===== config.mk =====
export PLATFORM = sky130hd
export DESIGN_NAME = wave_gen_mc_flat
export DESIGN_NICKNAME = d
export VERILOG_FILES = /design/src/rtl/wave_gen_mc_if.sv /design/src/rtl/wave_gen_mc.sv /design/src/flat_wrapper.sv
export SDC_FILE = /design/constraint.sdc
export NUM_CORES = 2
export LEC_CHECK = 0
export CORE_ASPECT_RATIO = 0.6
export CORE_MARGIN = 5
export CORE_UTILIZATION = 50
export DETAILED_ROUTE_END_ITERATION = 10
export GPL_TIMING_DRIVEN = 0
export PLACE_DENSITY = 0.65
export SYNTH_ARGS = -nofsm -noshare
export SYNTH_HDL_FRONTEND = slang
export SYNTH_SLANG_ARGS = --single-unit

===== constraint.sdc =====
create_clock -name clk -period 8.8 [get_ports clk]
set_input_delay 1.76 -clock clk [delete_from_list [all_inputs] [get_ports clk]]
set_output_delay 1.76 -clock clk [all_outputs]
set_load 0.02 [all_outputs]

===== src/rtl/wave_gen_mc_if.sv =====
// Configuration write port of wave_gen_mc: valid/ready handshake plus per-channel settings.
interface wave_gen_mc_if #(
  parameter int CHANNELS  = 4,
  parameter int ACC_WIDTH = 16,
  parameter int CNT_WIDTH = 16
);
  localparam int CHAN_W = (CHANNELS > 1) ? $clog2(CHANNELS) : 1;

  logic                 cfg_valid;
  logic                 cfg_ready;
  logic [CHAN_W-1:0]    cfg_chan;
  logic [ACC_WIDTH-1:0] cfg_freq;
  logic [1:0]           cfg_shape;
  logic [CNT_WIDTH-1:0] cfg_duty;
  logic [7:0]           cfg_gain;

  modport master (
    output cfg_valid, cfg_chan, cfg_freq, cfg_shape, cfg_duty, cfg_gain,
    input  cfg_ready
  );

  modport slave (
    input  cfg_valid, cfg_chan, cfg_freq, cfg_shape, cfg_duty, cfg_gain,
    output cfg_ready
  );
endinterface


===== src/rtl/wave_gen_mc.sv =====
// Multi-channel phase-accumulator oscillator bank with per-channel gain and saturating mixer.
// Define WAVE_GEN_MC_SYNC_UPDATE_EN for shadowed, wrap-synchronised configuration updates.
module wave_gen_mc #(
  parameter int CHANNELS   = 4,
  parameter int ACC_WIDTH  = 16,
  parameter int WAVE_WIDTH = 16,
  parameter int CNT_WIDTH  = 16
) (
  input  logic                         clk,
  input  logic                         rst,
  input  logic                         tick,
  input  logic [CHANNELS-1:0]          chan_en,
  wave_gen_mc_if.slave                 cfg,
  output logic signed [WAVE_WIDTH-1:0] out,
  output logic                         out_valid
);
  localparam int SCL_W = WAVE_WIDTH + 9;
  localparam int SUM_W = SCL_W + $clog2(CHANNELS);
  localparam logic signed [WAVE_WIDTH-1:0] PEAK  = {1'b0, {(WAVE_WIDTH-1){1'b1}}};
  localparam logic signed [WAVE_WIDTH-1:0] FLOOR = {1'b1, {(WAVE_WIDTH-1){1'b0}}};

  typedef enum logic [1:0] {
    SHAPE_SQUARE = 2'd0,
    SHAPE_SAW    = 2'd1,
    SHAPE_TRI    = 2'd2,
    SHAPE_OFF    = 2'd3
  } shape_e;

  typedef struct packed {
    logic [ACC_WIDTH-1:0] freq;
    shape_e               shape;
    logic [CNT_WIDTH-1:0] duty;
    logic [7:0]           gain;
  } chan_cfg_t;

  localparam chan_cfg_t CFG_ZERO = '{freq: '0, shape: SHAPE_SQUARE, duty: '0, gain: '0};

  logic [ACC_WIDTH-1:0]    phase_q  [CHANNELS];
  logic [ACC_WIDTH-1:0]    phase_d  [CHANNELS];
  chan_cfg_t               act_q    [CHANNELS];
  chan_cfg_t               act_d    [CHANNELS];
  logic signed [SCL_W-1:0] scaled_q [CHANNELS];
  logic signed [SCL_W-1:0] scaled_d [CHANNELS];
  logic                    stage_vld_q;
  logic signed [WAVE_WIDTH-1:0] out_q, out_d;
  logic                    out_vld_q;
  logic                    rdy_q;
  logic                    wr_acc;
  chan_cfg_t               wr_cfg;

`ifdef WAVE_GEN_MC_SYNC_UPDATE_EN
  chan_cfg_t               shd_q [CHANNELS];
  chan_cfg_t               shd_d [CHANNELS];
  logic [CHANNELS-1:0]     pend_q, pend_d;
  logic                    busy;

  always_comb begin
    busy = 1'b0;
    for (int c = 0; c < CHANNELS; c++) begin
      if (pend_q[c] && int'(cfg.cfg_chan) == c) busy = 1'b1;
    end
  end

  assign cfg.cfg_ready = rdy_q && !busy;
`else
  assign cfg.cfg_ready = rdy_q;
`endif

  assign wr_acc = cfg.cfg_valid && cfg.cfg_ready;
  assign wr_cfg = '{freq:  cfg.cfg_freq,
                    shape: shape_e'(cfg.cfg_shape),
                    duty:  cfg.cfg_duty,
                    gain:  cfg.cfg_gain};

  function automatic logic signed [WAVE_WIDTH-1:0] wave_sample(chan_cfg_t cc,
                                                               logic [ACC_WIDTH-1:0] ph);
    logic [WAVE_WIDTH-1:0] u;
    logic [CNT_WIDTH-1:0]  p;
    logic [WAVE_WIDTH-2:0] f;
    u = ph[ACC_WIDTH-1 -: WAVE_WIDTH];
    p = ph[ACC_WIDTH-1 -: CNT_WIDTH];
    f = u[WAVE_WIDTH-1] ? ~u[WAVE_WIDTH-2:0] : u[WAVE_WIDTH-2:0];
    wave_sample = '0;
    case (cc.shape)
      SHAPE_SQUARE: wave_sample = (p < cc.duty) ? PEAK : -PEAK;
      SHAPE_SAW:    wave_sample = u ^ FLOOR;
      SHAPE_TRI:    wave_sample = {f, 1'b0} - PEAK;
      default:      wave_sample = '0;
    endcase
  endfunction

  always_comb begin
    // NOTE: each next-state signal takes its hold value first, so no path can infer a latch.
    phase_d = phase_q;
    act_d   = act_q;
`ifdef WAVE_GEN_MC_SYNC_UPDATE_EN
    shd_d   = shd_q;
    pend_d  = pend_q;
`endif
    for (int c = 0; c < CHANNELS; c++) begin
      if (!chan_en[c])  phase_d[c] = '0;
      else if (tick)    phase_d[c] = phase_q[c] + act_q[c].freq;
`ifdef WAVE_GEN_MC_SYNC_UPDATE_EN
      // An accumulator carry shows up as the advanced phase landing below the old one.
      if (pend_q[c] && (!chan_en[c] || (tick && phase_d[c] < phase_q[c]))) begin
        act_d[c]  = shd_q[c];
        pend_d[c] = 1'b0;
      end
      if (wr_acc && int'(cfg.cfg_chan) == c) begin
        shd_d[c]  = wr_cfg;
        pend_d[c] = 1'b1;
      end
`else
      if (wr_acc && int'(cfg.cfg_chan) == c) act_d[c] = wr_cfg;
`endif
    end
  end

  always_comb begin
    for (int c = 0; c < CHANNELS; c++) begin
      logic signed [WAVE_WIDTH-1:0] smp;
      logic signed [SCL_W-1:0]      prod;
      smp  = chan_en[c] ? wave_sample(act_q[c], phase_q[c]) : '0;
      prod = SCL_W'(smp) * SCL_W'($signed({1'b0, act_q[c].gain}));
      scaled_d[c] = tick ? (prod >>> 7) : scaled_q[c];
    end
  end

  always_comb begin
    logic signed [SUM_W-1:0] sum;
    sum = '0;
    for (int c = 0; c < CHANNELS; c++) sum = sum + SUM_W'(scaled_q[c]);
    out_d = out_q;
    if (stage_vld_q) begin
      if (sum > SUM_W'(PEAK))       out_d = PEAK;
      else if (sum < SUM_W'(FLOOR)) out_d = FLOOR;
      else                          out_d = sum[WAVE_WIDTH-1:0];
    end
  end

  // NOTE: registers update with non-blocking assignments so every flop samples pre-edge values.
  always_ff @(posedge clk) begin
    if (!rst) begin
      rdy_q       <= 1'b0;
      // NOTE: the per-channel arrays are reset too, since every channel must read zero after reset.
      phase_q     <= '{default: '0};
      act_q       <= '{default: CFG_ZERO};
      scaled_q    <= '{default: '0};
      stage_vld_q <= 1'b0;
      out_q       <= '0;
      out_vld_q   <= 1'b0;
`ifdef WAVE_GEN_MC_SYNC_UPDATE_EN
      shd_q       <= '{default: CFG_ZERO};
      pend_q      <= '0;
`endif
    end else begin
      rdy_q       <= 1'b1;
      phase_q     <= phase_d;
      act_q       <= act_d;
      scaled_q    <= scaled_d;
      stage_vld_q <= tick;
      out_q       <= out_d;
      out_vld_q   <= stage_vld_q;
`ifdef WAVE_GEN_MC_SYNC_UPDATE_EN
      shd_q       <= shd_d;
      pend_q      <= pend_d;
`endif
    end
  end

  assign out       = out_q;
  assign out_valid = out_vld_q;
endmodule

===== src/flat_wrapper.sv =====
// flat-port wrapper written by rule: the top's interface ports become plain ports
module wave_gen_mc_flat 
#(
  parameter int CHANNELS   = 4,
  parameter int ACC_WIDTH  = 16,
  parameter int WAVE_WIDTH = 16,
  parameter int CNT_WIDTH  = 16
)
  (clk, rst, tick, chan_en, out, out_valid, cfg_cfg_valid, cfg_cfg_chan, cfg_cfg_freq, cfg_cfg_shape, cfg_cfg_duty, cfg_cfg_gain, cfg_cfg_ready);
  wave_gen_mc_if #(.CHANNELS(CHANNELS), .ACC_WIDTH(ACC_WIDTH), .CNT_WIDTH(CNT_WIDTH)) cfg_i ();
  input  logic clk;
  input  logic rst;
  input  logic tick;
  input  logic [CHANNELS-1:0] chan_en;
  output logic signed [WAVE_WIDTH-1:0] out;
  output logic out_valid;
  input wire logic [$bits(cfg_i.cfg_valid)-1:0] cfg_cfg_valid;
  input wire logic [$bits(cfg_i.cfg_chan)-1:0] cfg_cfg_chan;
  input wire logic [$bits(cfg_i.cfg_freq)-1:0] cfg_cfg_freq;
  input wire logic [$bits(cfg_i.cfg_shape)-1:0] cfg_cfg_shape;
  input wire logic [$bits(cfg_i.cfg_duty)-1:0] cfg_cfg_duty;
  input wire logic [$bits(cfg_i.cfg_gain)-1:0] cfg_cfg_gain;
  output wire logic [$bits(cfg_i.cfg_ready)-1:0] cfg_cfg_ready;
  assign cfg_i.cfg_valid = cfg_cfg_valid;
  assign cfg_i.cfg_chan = cfg_cfg_chan;
  assign cfg_i.cfg_freq = cfg_cfg_freq;
  assign cfg_i.cfg_shape = cfg_cfg_shape;
  assign cfg_i.cfg_duty = cfg_cfg_duty;
  assign cfg_i.cfg_gain = cfg_cfg_gain;
  assign cfg_cfg_ready = cfg_i.cfg_ready;
  wave_gen_mc #(.CHANNELS(CHANNELS), .ACC_WIDTH(ACC_WIDTH), .WAVE_WIDTH(WAVE_WIDTH), .CNT_WIDTH(CNT_WIDTH)) u_core (.clk(clk), .rst(rst), .tick(tick), .chan_en(chan_en), .cfg(cfg_i), .out(out), .out_valid(out_valid));
endmodule

==> metrics.csv <==
stage;metric;value;unit
grt;antenna_found_initial;3;
outcome;status;finished, violations left;
min_path;hold_class;reg -> reg;
final_layout;mostFrequentLayoutCells;nand2_1 (709), inv_1 (699), fa_1 (428);
placed_design;dpl.hpwl;97600;um
clock_network;cts_hold_buf;0;
power;cellLeakagePower;19.6;nW
floorplan;core;0.0752;mm^2
critical_path;cp_num_buf_inv;4;
outcome;violations;max-capacitance violations, max-slew violations;
clock_network;cts_made_buffers;31;
floorplan;rows;78;
timing;min_period;8550;ps
clock_network;cts-htree-levels;1;
placed_design;io_buffers;62;
timing;clock_skew;22.7;ps
clock_network;cts_buffer_depth;3;
grt;grt_pass1_wl;183000;um
power;p_per_area;97.4;mW/mm^2
synth;yosys_warnings;0;
timing;finalCritPeriodShare;97.1;%
clock_network;clkLatencyLatePin;630;ps
critical_path;crit_type;reg -> reg;
synth;synth_fp_nets;5409;
final_layout;nNetsFinal;5505;
timing;slew_violations;31;
detailed_routing;drt_iter0_drc;2988;
synth;synth-seq-cells;323;
critical_path;worstSetupEndpointType;register;
synth;avgSynthCellArea;8.23;um^2
timing;relSlewSlack;-6.50;%
timing;fmax;117;MHz
floorplan;fp.dieW;365;um
grt;grt_max_degree;17;
synth;synth_area;0.0378;mm^2
grt;track_usage;29.2;%
detailed_routing;drc;0;
critical_path;slowest_delay;1180;ps
synth;syn_inst;4587;
clock_network;cts_tree;done;
timing;setup_violations;0;
floorplan;die_area;0.0813;mm^2
flow_run;maxCapViolations;4;
critical_path;cpMostUsedCell;fa_1;
final_layout;fillers;7118;
final_layout;final_common_cell;nand2_1;
floorplan;die_h;223;um
critical_path;critPathMaxFanout;10;
synth;synth_cell_types;90;
floorplan;io_pins;70;
detailed_routing;routed_wl;119000;um
timing;fin_setup_tns;0;ps
synth;ys_async_sr_fraction;0;%
placed_design;routabilityCongestion;0.967;
detailed_routing;ant_nets;0;
synth;synth-edff-count;0;
critical_path;startpoint_type;register;
clock_network;path_clk_slew;60;ps
timing;hold_viol;0;
clock_network;root_buffer;clkbuf_16;
critical_path;slowest_stage;o21ai_0;
power;ir_worst_vdd;0.147;mV
grt;overflow;0;
critical_path;cp.required;9290;ps
timing;tightest_slew;1580;ps
placed_design;dp.cells;5649;
detailed_routing;firstDrtPassIters;5;
timing;rsz0062_at_grt;no;
synth;synth_seq_area_share;17.1;%
grt;grt_pass1_vias;30200;
synth;synth_flop_cell;dfxtp_1;
critical_path;crit_family;compound AO/OA/AOI/OAI gates;
final_layout;final_cells;5705;
clock_network;cts.sinks;323;
final_layout;drive_above_1_share;2.17;%
detailed_routing;wl_per_cell;20.9;um
critical_path;worstPathArrival;9030;ps
floorplan;start_util;50.2;%
detailed_routing;vias_per_cell;5.60;
final_layout;synthToLayoutAreaGrowth;7.71;%
detailed_routing;via_count;32000;
-- cell type report --
cell class | instances | area, um^2 | area share, %
clock inverters | 9 | 118 | 0.289
plain buffers | 195 | 764 | 1.88
flip-flops and latches | 323 | 6470 | 15.9
diodes | 1 | 2.50 | 0.00615
repair buffers | 63 | 636 | 1.56
well taps | 1000 | 1250 | 3.08
clock buffers | 45 | 898 | 2.21
inverters | 699 | 2620 | 6.45
multi-input cells | 3370 | 27900 | 68.6
-- flip-flops by register name, indices dropped and copies added (netlist names) --
signal / flops
u_core.out_valid: 1
u_core.out: 16
u_core.scaled_q: 72
u_core.stage_vld_q: 1
u_core.cfg.cfg_ready: 1
u_core.act_q: 168
u_core.phase_q: 64
-- path summary, 6_finish.rpt --
| kind | startpoint | endpoint | slack [ps] | depth (start not counted) |
|---|---|---|---|---|
| min | u_core.scaled_q[87] | u_core.scaled_q[87] | 460 | 2 |
| max reg2reg | u_core.phase_q[58] | u_core.scaled_q[89] | 250 | 27 |
| min reg2reg | u_core.scaled_q[87] | u_core.scaled_q[87] | 460 | 2 |
| max | u_core.phase_q[58] | u_core.scaled_q[89] | 250 | 27 |
-- routing by layer --
| metal | part of all wire (%) | global-route usage, % | up-vias |
|---|---|---|---|
| met5 | 0.068 | 0.654 | - |
| met4 | 1.6 | 4.35 | 4 |
| met3 | 13 | 10.2 | 99 |
| met2 | 37 | 37.4 | 1380 |
| met1 | 49 | 46.8 | 15400 |
| li1 | - | - | 15100 |
-- stage by stage --
stage	hold slack, ps	power [W]	utilization (%)	setup slack [ps]	instance area, um^2
after floorplan	422	0.00215	-	1670	37800
after global placement	440	0.00254	52.7	372	39600
after detailed placement	449	0.00255	52.7	394	39600
after CTS	462	0.00393	54.0	423	40700
after global routing	487	0.00412	54.1	38.4	40700
final	463	0.00396	54.1	254	40700
-- Yosys cell counts (21+ instances only) --
cell type,instances,area (um^2)
nand2_1,709,2660
inv_1,699,2620
fa_1,428,8570
ha_1,342,4280
dfxtp_1,323,6470
nor2_1,203,762
and2_1,190,1190
a21boi_0,185,1390
a21oi_1,181,906
and3_1,168,1050
clkbuf_1,168,631
xnor2_1,132,1160
o21ai_0,124,621
nand3_1,64,320
a21o_1,62,465
mux2i_1,56,561
xor2_1,52,455
nor2b_1,49,307
nor3_1,49,245
o21a_1,44,330
a31oi_1,22,138
nand2b_1,22,138
or3_1,21,131
-- logic make-up (layout without fill, tap and decap cells) --
family / count (synthesis) / count (layout) / synth area share, %
simple gates: 1542 / 1542 / 19.3
buf+inv: 894 / 1011 / 8.97
compound gates: 818 / 818 / 14.8
fa+ha+maj: 770 / 770 / 34.0
flops: 323 / 323 / 17.1
xor+xnor: 184 / 184 / 4.27
mux: 56 / 56 / 1.48
other cells: 0 / 1 / 0
-- where the power goes --
group / internal, W / switching (W) / total (W)
clock network: 0.000766 / 0.000638 / 0.00140
logic: 0.000317 / 0.000698 / 0.00101
registers: 0.00150 / 0.0000421 / 0.00155
total: 0.00259 / 0.00138 / 0.00396
-- worst reg2reg max path, cell delays in order (launching register included) --
cell	delay, ps
dfxtp_1	490
ha_1	310
and3_1	180
a221o_1	340
nand3_1	80
o21ai_1	130
or2_2	330
nor2_1	220
buf_2	280
a21oi_1	60
o21ai_0	1180
and2_1	320
nand2_1	100
fa_1	580
inv_1	60
fa_1	480
fa_1	590
inv_1	60
fa_1	470
inv_1	50
ha_1	330
a21o_1	200
a22oi_1	330
o21ai_2	180
a21oi_1	440
o21ai_1	220
mux2i_1	290
o21ai_0	120
-- what timing repair did --
item | in CTS | in global routing
endpoints found under the setup margin | 0 | 4
buffers inserted | 0 | 0
gates resized for setup | 0 | 3
Power figures use the tool's default switching activity.
